[config.mk]
export PLATFORM = sky130hd
export DESIGN_NAME = time_scale_mtrig
export DESIGN_NICKNAME = d
export VERILOG_FILES = /design/src/rtl/time_scale_mtrig_pkg.sv /design/src/rtl/ts_capture_ch.sv /design/src/rtl/time_scale_mtrig.sv
export SDC_FILE = /design/constraint.sdc
export NUM_CORES = 1
export LEC_CHECK = 0
export ABC_AREA = 1
export BUFFER_PORTS_ARGS = -buffer_cell sky130_fd_sc_hd__clkbuf_2
export CAP_MARGIN = 30
export CORE_MARGIN = 8
export CORE_UTILIZATION = 35
export CTS_CLUSTER_DIAMETER = 40
export DETAILED_ROUTE_END_ITERATION = 16
export PLACE_DENSITY = 0.63
export SKIP_CTS_REPAIR_TIMING = 1
export SLEW_MARGIN = 5
export SYNTH_ARGS = -nofsm -noshare
export SYNTH_HDL_FRONTEND = slang
export SYNTH_SLANG_ARGS = --single-unit
[constraint.sdc]
create_clock -name clk -period 2.1 [get_ports clk]
set_clock_uncertainty 0.05 [all_clocks]
set_input_delay 0.315 -clock clk [delete_from_list [all_inputs] [get_ports clk]]
set_output_delay 0.315 -clock clk [all_outputs]
set_load 0.01 [all_outputs]
[src/rtl/time_scale_mtrig_pkg.sv]
// Shared types and constants for the time scale with multi-channel capture.
// Load scheduling modes and the nominal seconds-per-week wrap.
package time_scale_mtrig_pkg;

    typedef enum logic [1:0] {
        IMMEDIATE = 2'd0,
        AT_EPOCH  = 2'd1,
        AT_SEC    = 2'd2
    } set_mode_e;

    localparam int SEC_IN_WEEK = 604800;

endpackage

[src/rtl/ts_capture_ch.sv]
// One timestamp capture channel with sticky valid/overflow flags.
// A clear coincident with a trigger takes the fresh capture.
module ts_capture_ch #(
    parameter int CHIP_W  = 20,
    parameter int EPOCH_W = 10,
    parameter int SEC_W   = 20
) (
    input  logic               clk,
    input  logic               rst,
    input  logic               trig,
    input  logic               trig_clr,
    input  logic [CHIP_W-1:0]  chip,
    input  logic [EPOCH_W-1:0] epoch,
    input  logic [SEC_W-1:0]   sec,
    output logic               cap_valid,
    output logic               cap_ovf,
    output logic [CHIP_W-1:0]  cap_chip,
    output logic [EPOCH_W-1:0] cap_epoch,
    output logic [SEC_W-1:0]   cap_sec
);

    always_ff @(posedge clk) begin
        if (rst) begin
            cap_valid <= 1'b0;
            cap_ovf   <= 1'b0;
            cap_chip  <= '0;
            cap_epoch <= '0;
            cap_sec   <= '0;
        end else if (trig && (!cap_valid || trig_clr)) begin
            cap_valid <= 1'b1;
            cap_ovf   <= 1'b0;
            cap_chip  <= chip;
            cap_epoch <= epoch;
            cap_sec   <= sec;
        end else if (trig_clr) begin
            cap_valid <= 1'b0;
            cap_ovf   <= 1'b0;
        end else if (trig) begin
            cap_ovf   <= 1'b1;
        end
    end

endmodule

[src/rtl/time_scale_mtrig.sv]
// Chip/epoch/second/week timescale with scheduled loads, N capture
// channels and a programmable PPS output.
module time_scale_mtrig
    import time_scale_mtrig_pkg::*;
#(
    parameter int CHIP_W        = 20,
    parameter int EPOCH_W       = 10,
    parameter int SEC_W         = 20,
    parameter int SEC_WRAP      = SEC_IN_WEEK,
    parameter int N_TRIG        = 4,
    parameter int CHIP_MAX_RST  = 1023,
    parameter int EPOCH_MAX_RST = 999,
    parameter int PPS_LEN_W     = 7,
    parameter int PPS_MIN_CLK   = 1024
) (
    input  logic                       clk,
    input  logic                       rst,
    input  logic                       set_req,
    input  logic [1:0]                 set_mode,
    input  logic [CHIP_W-1:0]          set_chip,
    input  logic [EPOCH_W-1:0]         set_epoch,
    input  logic [SEC_W-1:0]           set_sec,
    input  logic [CHIP_W-1:0]          set_chip_max,
    input  logic [EPOCH_W-1:0]         set_epoch_max,
    output logic                       set_pending,
    output logic [CHIP_W-1:0]          chip,
    output logic [EPOCH_W-1:0]         epoch,
    output logic [SEC_W-1:0]           sec,
    output logic                       epoch_pulse,
    output logic                       sec_pulse,
    output logic                       week_pulse,
    input  logic [N_TRIG-1:0]          trig,
    input  logic [N_TRIG-1:0]          trig_clr,
    output logic [N_TRIG-1:0]          cap_valid,
    output logic [N_TRIG-1:0]          cap_ovf,
    output logic [N_TRIG*CHIP_W-1:0]   cap_chip,
    output logic [N_TRIG*EPOCH_W-1:0]  cap_epoch,
    output logic [N_TRIG*SEC_W-1:0]    cap_sec,
    input  logic [26:0]                pps_dly,
    input  logic [PPS_LEN_W-1:0]       pps_len,
    output logic                       pps_out
);

    localparam int MIN_W = $clog2(PPS_MIN_CLK + 1);

    logic [CHIP_W-1:0]  chip_max;
    logic [EPOCH_W-1:0] epoch_max;

    logic [CHIP_W-1:0]  pend_chip;
    logic [EPOCH_W-1:0] pend_epoch;
    logic [SEC_W-1:0]   pend_sec;
    logic [CHIP_W-1:0]  pend_chip_max;
    logic [EPOCH_W-1:0] pend_epoch_max;
    set_mode_e          pend_mode;
    set_mode_e          req_mode;

    logic req_imm;
    logic apply_sched;
    logic apply;

    assign epoch_pulse = (chip == chip_max);
    assign sec_pulse   = epoch_pulse && (epoch == epoch_max);
    assign week_pulse  = sec_pulse && (sec == SEC_W'(SEC_WRAP - 1));

    assign req_mode = set_mode_e'(set_mode);
    assign req_imm  = set_req && !(req_mode == AT_EPOCH || req_mode == AT_SEC);

    // A request arriving this cycle supersedes any strobe-triggered apply.
    assign apply_sched = set_pending && !set_req &&
                         ((pend_mode == AT_EPOCH && epoch_pulse) ||
                          (pend_mode == AT_SEC   && sec_pulse));
    assign apply = req_imm || apply_sched;

    always_ff @(posedge clk) begin
        if (rst) begin
            set_pending    <= 1'b0;
            pend_mode      <= IMMEDIATE;
            pend_chip      <= '0;
            pend_epoch     <= '0;
            pend_sec       <= '0;
            pend_chip_max  <= '0;
            pend_epoch_max <= '0;
        end else if (set_req) begin
            set_pending    <= !req_imm;
            pend_mode      <= req_mode;
            pend_chip      <= set_chip;
            pend_epoch     <= set_epoch;
            pend_sec       <= set_sec;
            pend_chip_max  <= set_chip_max;
            pend_epoch_max <= set_epoch_max;
        end else if (apply_sched) begin
            set_pending    <= 1'b0;
        end
    end

    always_ff @(posedge clk) begin
        if (rst) begin
            chip      <= '0;
            epoch     <= '0;
            sec       <= '0;
            chip_max  <= CHIP_W'(CHIP_MAX_RST);
            epoch_max <= EPOCH_W'(EPOCH_MAX_RST);
        end else if (apply) begin
            chip      <= req_imm ? set_chip      : pend_chip;
            epoch     <= req_imm ? set_epoch     : pend_epoch;
            sec       <= req_imm ? set_sec       : pend_sec;
            chip_max  <= req_imm ? set_chip_max  : pend_chip_max;
            epoch_max <= req_imm ? set_epoch_max : pend_epoch_max;
        end else begin
            chip <= epoch_pulse ? '0 : chip + CHIP_W'(1);
            if (epoch_pulse)
                epoch <= sec_pulse ? '0 : epoch + EPOCH_W'(1);
            if (sec_pulse)
                sec <= week_pulse ? '0 : sec + SEC_W'(1);
        end
    end

    logic [26:0]          pps_cnt;
    logic [MIN_W-1:0]     pps_clk;
    logic [PPS_LEN_W-1:0] pps_ep;
    logic                 pps_start;
    logic                 pps_done;

    assign pps_start = (pps_cnt == pps_dly);
    assign pps_done  = (pps_len == '0)
                     ? (pps_clk == MIN_W'(PPS_MIN_CLK - 1))
                     : (epoch_pulse && pps_ep == pps_len - PPS_LEN_W'(1));

    // Delay counter tracks only true second boundaries, not loads.
    always_ff @(posedge clk) begin
        if (rst) begin
            pps_cnt <= '0;
            pps_clk <= '0;
            pps_ep  <= '0;
            pps_out <= 1'b0;
        end else begin
            pps_cnt <= sec_pulse ? '0 : pps_cnt + 27'd1;
            if (pps_start) begin
                pps_out <= 1'b1;
                pps_clk <= '0;
                pps_ep  <= '0;
            end else if (pps_out) begin
                if (pps_done)
                    pps_out <= 1'b0;
                pps_clk <= pps_clk + MIN_W'(1);
                if (epoch_pulse)
                    pps_ep <= pps_ep + PPS_LEN_W'(1);
            end
        end
    end

    for (genvar i = 0; i < N_TRIG; i++) begin : g_cap
        ts_capture_ch #(
            .CHIP_W  (CHIP_W),
            .EPOCH_W (EPOCH_W),
            .SEC_W   (SEC_W)
        ) u_ch (
            .clk       (clk),
            .rst       (rst),
            .trig      (trig[i]),
            .trig_clr  (trig_clr[i]),
            .chip      (chip),
            .epoch     (epoch),
            .sec       (sec),
            .cap_valid (cap_valid[i]),
            .cap_ovf   (cap_ovf[i]),
            .cap_chip  (cap_chip[i*CHIP_W +: CHIP_W]),
            .cap_epoch (cap_epoch[i*EPOCH_W +: EPOCH_W]),
            .cap_sec   (cap_sec[i*SEC_W +: SEC_W])
        );
    end

endmodule

==> results of run 1 <==
==> how the worst min path moves through the flow <==
stage	slack, ns	cells past startpoint	endpoint	start
floorplan	0.34	1	g_cap[0].u_ch.cap_ovf	trig_clr[0]
global placement	0.39	2	pend_sec[11]	pend_sec[11]
detailed placement	0.40	2	pend_epoch_max[3]	pend_epoch_max[3]
CTS	-0.18	2	g_cap[3].u_ch.cap_ovf	trig_clr[3]
global route	0.003	3	pend_chip[14]	set_chip[14]
finish	-0.01	3	g_cap[0].u_ch.cap_ovf	trig[0]
==> cells in the mapped netlist, types with 8 or more instances <==
cell type    n  area share, %
o211ai_1    22           0.92
dfxtp_1    417             47
nor2_1     288            6.0
nand3_1     66            1.8
a21oi_1    292            8.1
inv_1      179            3.7
or2_2       22           0.77
xor2_1      57            2.8
nand2_1    377            7.9
xnor2_1     36            1.8
inv_2       15           0.31
nand4_1     36            1.3
nor3_1      36            1.0
buf_2       17           0.47
clkbuf_1   117            2.4
buf_4       10           0.42
nor4_1      13           0.45
o21ai_0    361             10
o21ai_1      8           0.22
ha_1         8           0.56
==> cells by family after synthesis <==
group           share of synthesized area, %
xor+xnor                                4.54
mux                                    0.223
buf+inv                                 7.92
fa+ha+maj                              0.558
flops                                   46.5
compound gates                          20.1
simple gates                            20.2
==> state kept, by name (all words and copies together), names as in the netlist, 2 cells and up <==
| register | flops |
|---|---|
| g_cap.u_ch.cap_epoch | 40 |
| pend_chip_max | 20 |
| pend_chip | 20 |
| g_cap.u_ch.cap_valid | 4 |
| pend_sec | 20 |
| chip_max | 20 |
| chip | 20 |
| pend_epoch_max | 10 |
| epoch | 10 |
| g_cap.u_ch.cap_ovf | 4 |
| epoch_max | 10 |
| pend_mode | 2 |
| pps_clk | 11 |
| sec | 20 |
| g_cap.u_ch.cap_chip | 80 |
| pps_ep | 7 |
| pend_epoch | 10 |
| pps_cnt | 27 |
| g_cap.u_ch.cap_sec | 80 |
==> per-stage QoR <==
step | hold WS, ns | total power, uW | setup TNS, ns
floorplan | 0.344 | 10400 | 0
global placement | 0.391 | 11700 | -3.79
detailed placement | 0.399 | 11700 | -5.02
CTS | -0.184 | 23100 | -8.20
global route | 0.00282 | 24200 | -16.63
finish | -0.0140 | 23300 | -7.76
==> layout make-up <==
class / count / area (um2)
fill: 4751 / 25000
multi-input combinational: 1665 / 8920
sequential: 417 / 8410
timing repair buffer: 649 / 4730
clock buffer: 81 / 1860
tap: 680 / 851
inverter: 197 / 757
clock inverter: 44 / 467
antenna: 4 / 10.0
==> routing by layer <==
layer  part of all wire (%)  track usage [%]  routed length [um]  vias to the layer above
met1                     43             28.5               30700                     9046
met5                  0.017                0                  12                        -
met4                    3.6             9.06                2580                        2
li1                       -                -                   -                     9207
met3                    7.6             5.42                5450                      161
met2                     46             33.8               32800                      805
==> where the power goes <==
part           leakage, uW  switching [uW]  total, uW  internal (uW)
clock network      0.00114            4210      11300           7080
registers          0.00345             357       8800           8440
logic              0.00707            1960       3240           1280
==> worst register-to-register path, cell delays in order (launching register included) <==
cell       delay [ns]
dfxtp_2          0.33
xnor2_2          0.21
buf_4            0.16
nand3_2          0.05
nor2_1           0.12
nand2_1          0.12
nor2_4           0.13
buf_6            0.13
nand3_4          0.13
buf_12           0.16
nand2_8          0.14
clkbuf_16        0.22
nand3_2          0.09
nand2_1          0.09
a21oi_1          0.04
==> summary.md, run 1 <==
| Metric | Value |
|---|---|
| Nets | `between 3000 and 4000` |
| Vias in the first global route | `approximately 17000` |
| Max-cap viol count | `0` |
| RR Startpoint | `chip_max[19]` |
| Initial antenna violation count | `4` |
| Distinct cells, synth | `43` |
| Layout cells sized above 1 | `30.4%` |
| Worst-Margin Slew | `0.925 ns` |
| Status | `complete, but fails checks` |
| CP max FO | `7` |
| Sequential fraction of the synthesis area | `between 40 and 50%` |
| Initial core utilization | `about a third` |
| CP delay by family, top | `simple AND/OR/NAND/NOR gates` |
| Cell area after layout | `about 0.026 mm2` |
| Synthesized instance count | `approximately 2400` |
| Site Rows | `slightly above 80` |
| Slowest-stage cell, CP | `dfxtp_1` |
| Routed Antenna Nets | `0` |
| Commonest non-fill, non-tap cell in the layout | `clkbuf_2` |
| Slowest cell delay on critical path | `between 0.3 and 0.4 ns` |
| Period utilization | `116%` |
| Vias per cell | `5.14` |
| Final Wtd Congestion | `0.925` |
| Die height | `~240 um` |
| Die ar. | `approximately 0.059 mm2` |
| # port buffers | `about 390` |
| Min Tclk post-route | `roughly 2.4 ns` |
| Clock slew at reported path FFs | `about 0.050 ns` |
| Critical Path Source | `sec[10]` |
| CP arrival | `2.07 ns` |
| Final std cells w/o fill | `3737` |
| Place WS | `-0.207 ns` |
| Pwr dens | `about 900 mW/mm2` |
| R2R cell count | `14` |
| Critical path buffers and inverters | `3` |
| Mapped Nets | `about 2600` |
| Final WS setup | `-0.331 ns` |
| First-pass GRT wire length | `slightly above 100000 um` |
| Worst setup path end | `week_pulse` |
| DR vias | `19200` |
| Hpwl dp | `between 40000 and 50000 um` |
| Area grow syn2layout | `45.0%` |
| Final slew viol count | `0` |
| Sink Count | `417` |
| CTS tree | `built` |
| H-Tree Depth | `3` |
| CTS Buffer Depth | `3` |
| EDFF count, synth | `0` |
| Failing checks | `hold timing, setup timing` |
| HP Class | `in2reg` |
| Max VDD drop | `0.520 mV` |
| Largest net degree at the start of global routing | `between 100 and 150` |
| Final count of negative-setup-slack endpoints | `80` |
| CP Class | `reg2out` |
| RSZ-0062 raised after global routing | `true` |
| Mean Syn Cell Area | `~7.4 um2` |
| Register bit count reported by yosys | `around 420` |
| Ys Warns | `0` |
| Startpoint Class | `flip-flop` |
| Slew HR | `between 30% and 40%` |
| Routed wire length | `71500 um` |
| Leak Pwr | `0.0117 uW` |
| Iter 0 DRT Violations | `1400` |
| Worst path depth | `8` |
| Async SR Flop Fraction | `0%` |
| Per-cell routed wire length | `approximately 19 um` |
| Core ar. | `approximately 0.05 mm2` |
| Synth Flop Type | `dfxtp_1` |
| TritonRoute pass-1 iters | `8` |
| GRT Total Usage | `21.8%` |
| Synth Cell Area | `between 0.015 and 0.02 mm2` |
| Root buffer cell | `clkbuf_16` |
| R2R Path End | `chip_max[12]` |
| Commonest non-fill, non-tap cells in the layout | `clkbuf_2, dfxtp_1, o21ai_0` |
| DR DRC count | `0` |
| Die W | `between 200 and 250 um` |
| Cells along the critical path | `inv_1 > nand4_1 > nor4_1 > nand3_1 > nor2_1 > nand2_4 > inv_2 > buf_6` |
| IO Count | `390` |
| Setup crit end kind | `primary output` |
| Worst path required time | `between 1.5 and 2 ns` |
| CTS buffer count | `between 60 and 70` |
| Maximum clock rate | `roughly 410 MHz` |
| Final Hold Fails | `1` |
| Worst R2R Setup Slack | `-0.18 ns` |
| Final core utilization | `approximately half` |
| Latest clock arrival within the worst-skew pair | `0.60 ns` |
| Placed Cells | `between 3000 and 4000` |
| Gr ovfl total | `0` |
| Worst hold slack | `-0.0140 ns` |
| DP Area | `around 0.021 mm2` |
Power figures use the tool's default switching activity.
==> inputs of run 2 (changes only) <==
Settings changed: CORE_MARGIN 8 to 2, PLACE_DENSITY 0.63 to 0.62, SYNTH_HIERARCHICAL set to 1.
==> summary.md, run 2 <==
| Metric | Value |
|---|---|
| Status | `complete, but fails checks (unchanged)` |
| Failing checks | `hold timing, setup timing (unchanged)` |
| Max-cap viol count | `0 (unchanged)` |
| Die ar. | `0.0603 mm2 (was 0.0588 mm2)` |
| Hold path start | `set_sec[4] (was trig[0])` |
| CP max FO | `5 (was 7)` |
| Routed wire length | `70800 um (was 71500 um)` |
| Final Wtd Congestion | `0.877 (was 0.925)` |
| # port buffers | `389 (unchanged)` |
| Core ar. | `0.0577 mm2 (was 0.0510 mm2)` |
| Layout cells sized above 1 | `22.4% (was 30.4%)` |
| Die W | `246 um (was 242 um)` |
| Final slew viol count | `0 (unchanged)` |
| Worst R2R Setup Slack | `-0.05 ns (was -0.18 ns)` |
| DR DRC count | `0 (unchanged)` |
| Period utilization | `120% (was 116%)` |
| CP Class | `reg2out (unchanged)` |
| Sink Count | `417 (unchanged)` |
| Root buffer cell | `clkbuf_16 (unchanged)` |
| RR Startpoint | `chip[7] (was chip_max[19])` |
| Initial core utilization | `35.4% (was 35.2%)` |
| Top-area cell type share of the netlist area | `40.9% (was 46.5%)` |
| HP Class | `in2reg (unchanged)` |
| Distinct cells, synth | `39 (was 43)` |
| H-Tree Depth | `3 (unchanged)` |
| Synth Cell Area | `0.0204 mm2 (was 0.0179 mm2)` |
| Commonest non-fill, non-tap cells in the layout | `nand2_1, nor2_1, dfxtp_1 (was clkbuf_2, dfxtp_1, o21ai_0)` |
| Pwr dens | `889 mW/mm2 (was 897 mW/mm2)` |
| CTS tree | `built (unchanged)` |
| Ys Warns | `6 (was 0)` |
| Multi-input gate area | `0.00965 mm2 (was 0.00892 mm2)` |
| IO Count | `390 (unchanged)` |
| Sequential fraction of the synthesis area | `40.9% (was 46.5%)` |
| CP arrival | `2.15 ns (was 2.07 ns)` |
| Worst path required time | `1.74 ns (about the same)` |
| Mean Syn Cell Area | `6.83 um2 (was 7.37 um2)` |
| Routed Antenna Nets | `0 (unchanged)` |
| Async SR Flop Fraction | `0% (unchanged)` |
| Final Hold Fails | `17 (was 1)` |
| RSZ-0062 raised after global routing | `true (unchanged)` |
| Initial antenna violation count | `2 (was 4)` |
| Min Tclk post-route | `2.51 ns (was 2.43 ns)` |
| Vias per cell | `4.82 (was 5.14)` |
| DP Area | `0.0240 mm2 (was 0.0213 mm2)` |
| Hold Path Depth | `3 (unchanged)` |
| Startpoint Class | `flip-flop (unchanged)` |
| Leak Pwr | `0.0131 uW (was 0.0117 uW)` |
| Register area | `0.00836 mm2 (was 0.00841 mm2)` |
| Setup crit end kind | `primary output (unchanged)` |
| R2R cell count | `12 (was 14)` |
| Commonest cells in the netlist | `nand2_1, nor2_1, dfxtp_1 (was dfxtp_1, nand2_1, o21ai_0)` |
| Site Rows | `88 (was 83)` |
| Cell area after layout | `0.0276 mm2 (was 0.0260 mm2)` |
| Synth area leader | `dfxtp_1 (unchanged)` |
| Vias in the first global route | `18300 (was 17400)` |
| Synth area leaders | `dfxtp_1, nand2_1, nor2_1, a21oi_1, inv_1 (was dfxtp_1, o21ai_0, a21oi_1, nand2_1, nor2_1)` |
| Synth Flop Type | `dfxtp_1 (unchanged)` |
| First-pass GRT wire length | `106000 um (was 102000 um)` |
| CTS buffer count | `73 (was 69)` |
| Slew HR | `61.7% (was 38.3%)` |
| Synthesized instance count | `2988 (was 2434)` |
| GRT Total Usage | `22.3% (was 21.8%)` |
| Iter 0 DRT Violations | `1509 (was 1400)` |
| Regs by FF count | `g_cap.u_ch/cap_chip (80), g_cap.u_ch/cap_sec (80), g_cap.u_ch/cap_epoch (40) (was g_cap.u_ch.cap_chip (80), g_cap.u_ch.cap_sec (80), g_cap.u_ch.cap_epoch (40))` |
| Place WS | `-0.116 ns (was -0.207 ns)` |
| Filler instances | `5821 (was 4751)` |
| Hold Path End | `pend_sec[4] (was g_cap[0].u_ch.cap_ovf)` |
| Largest net degree at the start of global routing | `115 (was 109)` |
| Max VDD drop | `0.503 mV (was 0.520 mV)` |
| EDFF count, synth | `0 (unchanged)` |
| Area grow syn2layout | `35.2% (was 45.0%)` |
| Final WS setup | `-0.413 ns (was -0.331 ns)` |
| Worst hold slack | `-0.0536 ns (was -0.0140 ns)` |
| Die height | `246 um (was 242 um)` |
| CTS Buffer Depth | `3 (unchanged)` |
| Final count of negative-setup-slack endpoints | `18 (was 80)` |
| Nets | `3659 (was 3134)` |
| Worst-Margin Slew | `0.574 ns (was 0.925 ns)` |
| Maximum clock rate | `398 MHz (was 411 MHz)` |
| Gr ovfl total | `0 (unchanged)` |
| Register bit count reported by yosys | `417 (unchanged)` |
| Mapped Nets | `3123 (was 2569)` |
| Commonest non-fill, non-tap cell in the layout | `nand2_1 (was clkbuf_2)` |
| R2R Path End | `sec[0] (was chip_max[12])` |
| Per-cell routed wire length | `16.3 um (was 19.1 um)` |
| Hpwl dp | `49600 um (was 49700 um)` |
| Top-count cell post-synth | `nand2_1 (was dfxtp_1)` |
| Latest clock arrival within the worst-skew pair | `0.60 ns (about the same)` |
| DR vias | `21000 (was 19200)` |
| Clock slew at reported path FFs | `0.05 ns (about the same)` |
| TritonRoute pass-1 iters | `5 (was 8)` |
==> run 2: logic make-up after synthesis <==
| group | count (synthesis) | synth area share, % |
|---|---|---|
| AOI/OAI and AO/OA | 471 | 11.8 |
| buffers and inverters | 588 | 12.7 |
| xor gates and xnor gates | 111 | 4.76 |
| and+or+nand+nor | 1381 | 28.7 |
| DFF | 417 | 40.9 |
| adders and majority gates | 8 | 0.490 |
| muxes | 12 | 0.588 |
==> run 2: how the worst max path moves through the flow <==
stage / from / end / cells past startpoint
after CTS: chip[18] / sec_pulse / 11
after global placement: chip[18] / chip[2] / 14
final: sec[0] / week_pulse / 8
after global routing: chip[7] / week_pulse / 10
after floorplan: epoch[5] / sec[18] / 16
after detailed placement: chip[18] / chip[2] / 14
==> run 2: critical path: stages (launching register included) <==
cell and delay (ns):
dfxtp_1 0.34, ha_1 0.25, nand3_1 0.12, nor2_1 0.16, nand2_1 0.16, nor2_2 0.24
nand3_4 0.13, inv_2 0.07, buf_6 0.09
==> run 2: stage by stage <==
| step | total power (uW) | utilization (%) | setup TNS, ns | cells | hold slack [ns] |
|---|---|---|---|---|---|
| global route | 25500 | 47.8 | -7.19 | 4350 | 0.000219 |
| floorplan | 10800 | - | 0 | 2988 | 0.334 |
| detailed placement | 12200 | 41.6 | -2.37 | 4139 | 0.391 |
| CTS | 24600 | 46.0 | -4.74 | 4274 | -0.134 |
| global placement | 12200 | 41.6 | -1.66 | 4139 | 0.387 |
| finish | 24500 | 47.8 | -1.41 | 4350 | -0.0536 |
==> run 2: per-layer routing <==
metal	part of all wire [%]	track usage [%]
met1	46	31.3
met2	44	34.2
met3	6.7	4.03
met5	0.021	0
met4	2.6	7.61
==> run 2: report_power, final <==
part / switching, uW / internal, uW
clock network: 4370 / 7950
registers: 323 / 8440
logic: 2070 / 1400
total: 6760 / 17800
==> run 2: area by class of cell <==
class,instances,share of cell area [%]
multi-input cells,1983,35.0
well taps,765,3.47
inverters,403,5.51
repair buffers,646,16.4
clock buffers,92,7.39
diodes,1,0.00907
flip-flops and latches,417,30.3
clock inverters,43,1.91
==> inputs of run 3 (changes only) <==
Settings changed: CORE_MARGIN 2 to 1.5, RECOVER_POWER set to 50, SETUP_SLACK_MARGIN set to 0.15.
==> summary.md, run 3 (synthesized netlist as in run 2, its figures left out) <==
| Metric | Value |
|---|---|
| Status | `complete, but fails checks (unchanged)` |
| Failing checks | `hold timing, setup timing (unchanged)` |
| Site Rows | `88 (unchanged)` |
| Latest clock arrival within the worst-skew pair | `0.61 ns (was 0.60 ns)` |
| Place WS | `-0.0815 ns (was -0.116 ns)` |
| RSZ-0062 raised after global routing | `true (unchanged)` |
| Worst path required time | `1.74 ns (about the same)` |
| Slowest cell delay on critical path | `0.32 ns (was 0.34 ns)` |
| Filler instances | `5787 (was 5821)` |
| # port buffers | `389 (unchanged)` |
| Placed Cells | `4131 (was 4139)` |
| Clock Power Share | `51.6% (was 50.2%)` |
| Regs by FF count | `g_cap.u_ch/cap_chip (80), g_cap.u_ch/cap_sec (80), g_cap.u_ch/cap_epoch (40) (unchanged)` |
| Commonest non-fill, non-tap cells in the layout | `nand2_1, nor2_1, dfxtp_1 (unchanged)` |
| Die W | `245 um (was 246 um)` |
| Multi-input gate area | `0.00982 mm2 (was 0.00965 mm2)` |
| DR vias | `20900 (was 21000)` |
| Min Tclk post-route | `2.52 ns (was 2.51 ns)` |
| Area grow syn2layout | `37.1% (was 35.2%)` |
| CP arrival | `2.16 ns (was 2.15 ns)` |
| IO Count | `390 (unchanged)` |
| CP delay by family, top | `simple AND/OR/NAND/NOR gates (unchanged)` |
| CTS tree | `built (unchanged)` |
| Period utilization | `120% (about the same)` |
| Pwr dens | `902 mW/mm2 (was 889 mW/mm2)` |
| Maximum clock rate | `396 MHz (was 398 MHz)` |
| CP Class | `reg2out (unchanged)` |
| Final std cells w/o fill | `4368 (was 4350)` |
| Commonest non-fill, non-tap cell in the layout | `nand2_1 (unchanged)` |
| Routed Antenna Nets | `0 (unchanged)` |
| CP dominant cell by count | `buf_6` |
| DR DRC count | `0 (unchanged)` |
| CTS Buffer Depth | `3 (unchanged)` |
| Sink Count | `417 (unchanged)` |
| First-pass GRT wire length | `106000 um (about the same)` |
| Leak Pwr | `0.0132 uW (was 0.0131 uW)` |
| Gr ovfl total | `0 (unchanged)` |
| Startpoint Class | `flip-flop (unchanged)` |
| Net Switching | `6770 uW (was 6760 uW)` |
| Internal | `18500 uW (was 17800 uW)` |
| Final slew viol count | `0 (unchanged)` |
| CTS buffer count | `74 (was 73)` |
| Final Wtd Congestion | `0.879 (was 0.877)` |
| Switch share | `26.8% (was 27.5%)` |
| Initial antenna violation count | `2 (unchanged)` |
| Die height | `245 um (was 246 um)` |
| Final WS setup | `-0.422 ns (was -0.413 ns)` |
| Cells along the critical path | `xnor2_1 > nand2_1 > nor2_2 > nand3_2 > nor2_4 > buf_6 > nand2_4 > buf_12 > inv_2 > buf_6 (was ha_1 > nand3_1 > nor2_1 > nand2_1 > nor2_2 > nand3_4 > inv_2 > buf_6)` |
| Max-cap viol count | `0 (unchanged)` |
| Combinational power share | `13.7% (was 14.1%)` |
| Die ar. | `0.0598 mm2 (was 0.0603 mm2)` |
| Final count of negative-setup-slack endpoints | `79 (was 18)` |
| HP Class | `in2reg (unchanged)` |
| Core ar. | `0.0577 mm2 (unchanged)` |
| Sequential Power Share | `34.6% (was 35.7%)` |
| Worst hold slack | `-0.0411 ns (was -0.0536 ns)` |
| H-Tree Depth | `3 (unchanged)` |
| Max VDD drop | `0.593 mV (was 0.503 mV)` |
| Nets | `3679 (was 3659)` |
| Initial core utilization | `35.4% (unchanged)` |
| Final Hold Fails | `13 (was 17)` |
| Per-cell routed wire length | `16.4 um (was 16.3 um)` |
| Worst-Margin Slew | `1.18 ns (was 0.574 ns)` |
| Slowest-stage cell, CP | `dfxtp_1 (unchanged)` |
| Vias in the first global route | `18400 (was 18300)` |
| GRT Total Usage | `22.5% (was 22.3%)` |
| Register area | `0.00837 mm2 (was 0.00836 mm2)` |
| Clock slew at reported path FFs | `0.05 ns (about the same)` |
| Largest net degree at the start of global routing | `85 (was 115)` |
| Critical path buffers and inverters | `4 (was 2)` |
| Setup crit end kind | `primary output (unchanged)` |
| Root buffer cell | `clkbuf_16 (unchanged)` |
| Layout cells sized above 1 | `22.7% (was 22.4%)` |
| Iter 0 DRT Violations | `1324 (was 1509)` |
| Routed wire length | `71600 um (was 70800 um)` |
| Final core utilization | `48.5% (was 47.8%)` |
| CP max FO | `11 (was 5)` |
| Hpwl dp | `48900 um (was 49600 um)` |
| TritonRoute pass-1 iters | `5 (unchanged)` |
| Vias per cell | `4.78 (was 4.82)` |
| Slew HR | `21.2% (was 61.7%)` |
==> run 3: layout make-up <==
| type | count | area share, % |
|---|---|---|
| diodes | 1 | 0.00894 |
| clock buffers | 90 | 7.12 |
| clock inverters | 44 | 2.57 |
| inverters | 403 | 5.44 |
| multi-input cells | 1983 | 35.1 |
| flip-flops and latches | 417 | 29.9 |
| well taps | 765 | 3.42 |
| repair buffers | 665 | 16.5 |
==> run 3: power groups by stage <==
stage / clock network, uW / registers, uW / logic, uW
2_1_floorplan: 0 / 9080 / 1730
3_3_place_gp: 0 / 8870 / 3280
3_5_place_dp: 0 / 8880 / 3290
4_1_cts: 13300 / 8730 / 3310
5_1_grt: 13700 / 8790 / 3840
6_report: 13000 / 8750 / 3470
==> run 3: per-stage QoR <==
| step | cell area, um2 | total power, uW | setup TNS [ns] |
|---|---|---|---|
| 2_1_floorplan | 20400 | 10800 | 0 |
| 3_3_place_gp | 23900 | 12100 | -0.952 |
| 3_5_place_dp | 23900 | 12200 | -1.94 |
| 4_1_cts | 26600 | 25300 | -5.07 |
| 5_1_grt | 28000 | 26300 | -29.37 |
| 6_report | 28000 | 25300 | -6.17 |
==> run 3: final timing paths <==
path | from | to | slack [ns] | depth (start not counted)
setup reg to reg | chip_max[7] | epoch[9] | -0.09 | 14
hold reg to reg | pend_sec[14] | pend_sec[14] | 0.40 | 2
setup / recovery | chip_max[7] | sec_pulse | -0.42 | 10
hold / removal | set_sec[6] | pend_sec[6] | -0.04 | 3
==> run 3: per-layer routing <==
| metal | share of wire, % | vias up | GRT usage, % |
|---|---|---|---|
| li1 | - | 10600 | - |
| met1 | 46 | 9540 | 30.8 |
| met2 | 45 | 647 | 34.5 |
| met3 | 6.2 | 109 | 4.71 |
| met4 | 2.6 | 2 | 8.73 |
| met5 | 0.018 | - | 0 |
==> run 3: tightest hold or removal path: stages <==
cell,delay [ns]
clkbuf_2,0.08
o21ai_0,0.07
a21oi_1,0.10
